<file path="src/rtl/axi_read_arbiter.sv">
// Shares one AXI read master between the I-cache and the D-cache. Each grant issues one
// line-aligned INCR burst, and R beats are steered to the owner until rlast is accepted.
module axi_read_arbiter #(
    parameter int BURST_LEN  = 8,
    parameter int DATA_WIDTH = 64
) (
    input  logic                  clk,
    input  logic                  reset,
    input  logic                  ic_arvalid,
    input  logic [63:0]           ic_araddr,
    output logic                  ic_arready,
    output logic                  ic_rvalid,
    input  logic                  ic_rready,
    input  logic                  dc_arvalid,
    input  logic [63:0]           dc_araddr,
    output logic                  dc_arready,
    output logic                  dc_rvalid,
    input  logic                  dc_rready,
    output logic [DATA_WIDTH-1:0] rdata_out,
    output logic                  rlast_out,
    output logic                  m_axi_arvalid,
    output logic [63:0]           m_axi_araddr,
    output logic [7:0]            m_axi_arlen,
    output logic [2:0]            m_axi_arsize,
    output logic [1:0]            m_axi_arburst,
    input  logic                  m_axi_arready,
    input  logic                  m_axi_rvalid,
    input  logic                  m_axi_rlast,
    input  logic [DATA_WIDTH-1:0] m_axi_rdata,
    output logic                  m_axi_rready,
    output logic                  instruction_cache_reading,
    output logic                  data_cache_reading
);
    localparam logic [2:0] IDLE  = 3'd0;
    localparam logic [2:0] AR_IC = 3'd1;
    localparam logic [2:0] R_IC  = 3'd2;
    localparam logic [2:0] AR_DC = 3'd3;
    localparam logic [2:0] R_DC  = 3'd4;

    logic [2:0]  state_q, state_d;
    logic        last_dc_q, last_dc_d;
    logic [63:0] addr_q, addr_d;
    logic        ic_rd_q, dc_rd_q;
    logic        grant_ic, grant_dc, last_beat;
    logic        unused_addr_lsbs;

    // Line offset bits are dropped by the 64-byte alignment.
    assign unused_addr_lsbs = ^{ic_araddr[5:0], dc_araddr[5:0]};

    // On a tie the requester that did not own the last burst wins.
    always_comb begin
        grant_ic = 1'b0;
        grant_dc = 1'b0;
        if (state_q == IDLE) begin
            if (ic_arvalid && dc_arvalid) begin
                grant_ic = last_dc_q;
                grant_dc = !last_dc_q;
            end else begin
                grant_ic = ic_arvalid;
                grant_dc = dc_arvalid;
            end
        end
    end

    assign last_beat = m_axi_rvalid && m_axi_rready && m_axi_rlast;

    always_comb begin
        state_d   = state_q;
        last_dc_d = last_dc_q;
        addr_d    = addr_q;
        case (state_q)
            IDLE: begin
                if (grant_ic) begin
                    state_d = AR_IC;
                    addr_d  = {ic_araddr[63:6], 6'b0};
                end else if (grant_dc) begin
                    state_d = AR_DC;
                    addr_d  = {dc_araddr[63:6], 6'b0};
                end
            end
            AR_IC: if (m_axi_arready) state_d = R_IC;
            AR_DC: if (m_axi_arready) state_d = R_DC;
            R_IC: begin
                if (last_beat) begin
                    state_d   = IDLE;
                    last_dc_d = 1'b0;
                end
            end
            R_DC: begin
                if (last_beat) begin
                    state_d   = IDLE;
                    last_dc_d = 1'b1;
                end
            end
            default: state_d = IDLE;
        endcase
    end

    // Busy flags are registered from the next state so they track the FSM cycle-for-cycle.
    always_ff @(posedge clk or posedge reset) begin
        if (reset) begin
            state_q   <= IDLE;
            last_dc_q <= 1'b0;
            addr_q    <= 64'h0;
            ic_rd_q   <= 1'b0;
            dc_rd_q   <= 1'b0;
        end else begin
            state_q   <= state_d;
            last_dc_q <= last_dc_d;
            addr_q    <= addr_d;
            ic_rd_q   <= (state_d == AR_IC) || (state_d == R_IC);
            dc_rd_q   <= (state_d == AR_DC) || (state_d == R_DC);
        end
    end

    assign ic_arready    = grant_ic;
    assign dc_arready    = grant_dc;
    assign m_axi_arvalid = (state_q == AR_IC) || (state_q == AR_DC);
    assign m_axi_araddr  = addr_q;
    assign m_axi_arlen   = 8'(BURST_LEN - 1);
    assign m_axi_arsize  = 3'($clog2(DATA_WIDTH / 8));
    assign m_axi_arburst = 2'b01;

    assign ic_rvalid     = (state_q == R_IC) && m_axi_rvalid;
    assign dc_rvalid     = (state_q == R_DC) && m_axi_rvalid;
    assign m_axi_rready  = ((state_q == R_IC) && ic_rready) || ((state_q == R_DC) && dc_rready);
    assign rdata_out     = m_axi_rdata;
    assign rlast_out     = m_axi_rlast;

    assign instruction_cache_reading = ic_rd_q;
    assign data_cache_reading        = dc_rd_q;
endmodule
</file>
<file path="config.mk">
export PLATFORM = sky130hd
export DESIGN_NAME = axi_read_arbiter
export DESIGN_NICKNAME = d
export VERILOG_FILES = /design/src/rtl/axi_read_arbiter.sv
export SDC_FILE = /design/constraint.sdc
export NUM_CORES = 1
export LEC_CHECK = 0
export CELL_PAD_IN_SITES_DETAIL_PLACEMENT = 1
export CELL_PAD_IN_SITES_GLOBAL_PLACEMENT = 1
export CORE_ASPECT_RATIO = 2
export CORE_MARGIN = 2
export CORE_UTILIZATION = 18
export CTS_CLUSTER_SIZE = 16
export DETAILED_ROUTE_END_ITERATION = 12
export GPL_TIMING_DRIVEN = 0
export PLACE_DENSITY = 0.78
export SLEW_MARGIN = 20
export SYNTH_ARGS = -nofsm -noshare
export SYNTH_HDL_FRONTEND = slang
export SYNTH_SLANG_ARGS = --single-unit
</file>
<file path="constraint.sdc">
create_clock -name clk -period 1.95 [get_ports clk]
set_input_delay 0.2925 -clock clk [delete_from_list [all_inputs] [get_ports clk]]
set_output_delay 0.2925 -clock clk [all_outputs]
set_load 0.02 [all_outputs]
</file>
==> impl_metrics.py <==
metrics = {
    "logic_synthesis": {
        "ys_types": 28,
        "synth_ff_type": "dfrtp_1",
        "synth_commonest_cells": "88 x buf_4, 64 x dfrtp_1, 60 x mux2i_1, 59 x a21oi_1, 59 x nor2_1",
        "yosys.area.top_type": "dfrtp_1",
        "yosys-top-cells-area": "dfrtp_1 44%, buf_4 18%, mux2i_1 16%",
        "yosysWarnings": 0,
        "yosys_register_bits": 64,
        "synth_top_cell_area_share_pct": 43.9,
        "syn_inst": 378,
        "synth_enable_flop_cells": 0,
        "avgSynthCellArea_um2": 9.65,
        "synth_most_common_cell": "buf_4",
        "async_flop_share_pct": 100,
        "ys_seq_area_share_pct": 43.9,
        "syn_area_um2": 3650,
    },
    "sta": {
        "post-route-min-period_ns": 1.87,
        "hold_viol": 0,
        "rsz0062_at_grt": "true",
        "drv_slew": 0,
        "relSlewSlack_pct": 63.3,
        "max_freq_mhz": 535,
        "fin_ws_ns": 0.0792,
        "clock_skew_ns": 0.00824,
        "fin_crit_sh_pct": 95.9,
        "tightestPinTransition_ns": 0.550,
        "setup_violations": 0,
    },
    "job": {
        "drv_cap": 0,
    },
    "global_route": {
        "grt_max_degree": 38,
        "grt_pass1_wl_um": 23400,
        "grtUsageTotal_pct": 14.6,
        "gr-total-overflow": 0,
        "first_global_vias": 4188,
        "grt_antenna_before_repair": 0,
    },
    "place": {
        "gp_congestion": 0.785,
        "post-place-cells": 913,
        "preCtsSetupSlack_ns": -0.903,
        "dpl.hpwl_um": 12600,
        "port_buffers": 255,
    },
    "clock_network": {
        "htreeDepth": 3,
        "cts-root-buf": "clkbuf_16",
        "cts_tree": "built",
        "numCtsBuffers": 9,
        "clk_pin_slew_ns": 0.06,
        "clockBufferDepth": 2,
        "postCtsHoldBufs": 0,
        "cts.sinks": 64,
        "insertion_delay_ns": 0.34,
    },
    "detailed_routing": {
        "met1_length_um": 5150,
        "postRouteAntennaNets": 0,
        "vias": 3776,
        "highest_layer": "met4",
        "met3_wirelength_um": 1220,
        "drt_iter0_markers": 77,
        "route.detailed.drc": 0,
        "first_pass_iters": 4,
        "wl_met2_um": 9050,
        "wl_um": 15900,
        "vias_per_cell": 4.04,
        "wl_per_cell_um": 17.0,
    },
    "critical_path": {
        "worst_path_largest_cell_delay_ns": 0.47,
        "crit_slowest_cell": "dfrtp_2",
        "cp.arrival_ns": 1.58,
        "reg2reg_slack_ns": 0.13,
        "endpoint": "ic_arready",
        "cp-start-kind": "register",
        "rr_endpoint": "m_axi_araddr[57]",
        "required_ns": 1.66,
        "r2r-start": "state_q[0]",
        "path_class": "register to output pin",
        "ff2ff_path_depth": 8,
        "cp_max_fo": 9,
        "cp-end-kind": "output pin",
        "timing.critical_path.from": "state_q[0]",
        "cp_cell_sequence": "nor3_4 > nand3_4 > buf_12 > inv_1 > buf_2",
    },
    "final_layout": {
        "drive_gt1_share_pct": 20.2,
        "finalNetCount": 871,
        "layoutNonFillerInstCount": 935,
        "area_growth_pct": 93.2,
        "regArea_um2": 1600,
        "multi_input_area_um2": 1410,
        "fillCellCount": 2344,
        "antennaDiodeCount": 0,
    },
    "floorplan": {
        "fp.dieW_um": 105,
        "core_um2": 19900,
        "start_util_pct": 18.3,
        "ioPinCount": 351,
        "std_cell_rows": 73,
        "die_area_um2": 21500,
        "die_h_um": 205,
    },
    "worst_hold_path": {
        "hold_class": "input pin to async pin",
    },
    "power": {
        "p_leak_uw": 0.00333,
        "power_per_cell_area_nw_per_um2": 1290,
        "peakVddDrop_uv": 476,
    },
    "run_status": {
        "status": "complete, no violations",
    },
}
[worst min path at each step]
stage | endpoint | depth (start not counted) | slack (ns) | start
floorplan | m_axi_araddr[10] | 2 | 0.45 | ic_araddr[10]
global placement | m_axi_araddr[23] | 2 | 0.55 | m_axi_araddr[23]
detailed placement | m_axi_araddr[61] | 2 | 0.57 | m_axi_araddr[61]
CTS | m_axi_araddr[21] | 2 | 0.31 | reset
global route | m_axi_araddr[21] | 2 | 0.34 | reset
finish | m_axi_araddr[21] | 2 | 0.30 | reset
[layout make-up]
class	instances	area share, %
Inverter	6	0.355
Multi-Input combinational cell	221	20.0
Sequential cell	64	22.8
Clock buffer	11	3.44
Tap cell	262	4.65
Timing Repair Buffer	266	37.4
Clock inverter	3	0.284
Buffer	102	11.1
[kinds of logic (layout without fill, tap and decap cells)]
group	Yosys count	in the layout	synth area share [%]
AOI/OAI and AO/OA	65	65	9.36
DFF	64	64	43.9
muxes	61	61	16.8
xor gates and xnor gates	1	1	0.240
and+or+nand+nor	75	75	8.71
other	2	19	0.206
buffers and inverters	110	388	20.8
[worst max-delay path: cells and delay by family (launching register included)]
kind                   cells  cell delay [ns]
DFF                        1             0.47
buffers and inverters      3             0.36
and+or+nand+nor            2             0.41
[repair_timing]
action,in CTS,in global routing
gates resized for setup,37,15
gates cloned,0,0
endpoints found under the setup margin,49,64
pin swaps,2,2
setup buffers,5,5
[per-stage QoR]
step	total power [µW]	TNS, ns	hold slack (ns)	utilization [%]	area (µm²)
6_report	9070	0	0.301	35.4	7050
5_1_grt	9660	-0.00406	0.340	35.4	7050
4_1_cts	9100	-0.00274	0.308	35.0	6960
3_5_place_dp	7380	-11.83	0.570	33.2	6620
3_3_place_gp	7240	-105.72	0.554	33.1	6590
2_1_floorplan	5030	0	0.451	-	3710
[power by group]
group | leakage, µW | total (µW) | switching, µW | internal (µW)
clock | 0.000123 | 1490 | 611 | 878
sequential | 0.000734 | 2410 | 383 | 2020
combinational | 0.00247 | 5170 | 2550 | 2620
[flip-flops by register name (all words and copies together), names as in the netlist]
signal / cells
state_q: 3
data_cache_reading: 1
instruction_cache_reading: 1
m_axi_araddr: 58
last_dc_q: 1
[routing by layer]
metal,vias up,global-route usage (%)
met4,0,7.05
met1,1774,13.4
met5,-,0
li1,1737,-
met2,246,29.0
met3,19,3.86
[cells in the final DEF, fill, tap and decap left out, types with 2 or more instances in the layout]
cell             count
nand2_1              3
nand3b_1             2
clkbuf_1             8
clkdlybuf4s50_1    249
buf_2                5
and3_1               2
clkinvlp_4           2
dfrtp_1             62
buf_6                8
nor2_1              59
a21oi_1             58
buf_12               3
conb_1              19
buf_4               92
inv_1                4
dlygate4sd2_1        2
mux2i_1             59
dfrtp_2              2
clkbuf_16            9
nand3_4              2
(Power assumes the default switching activity.)
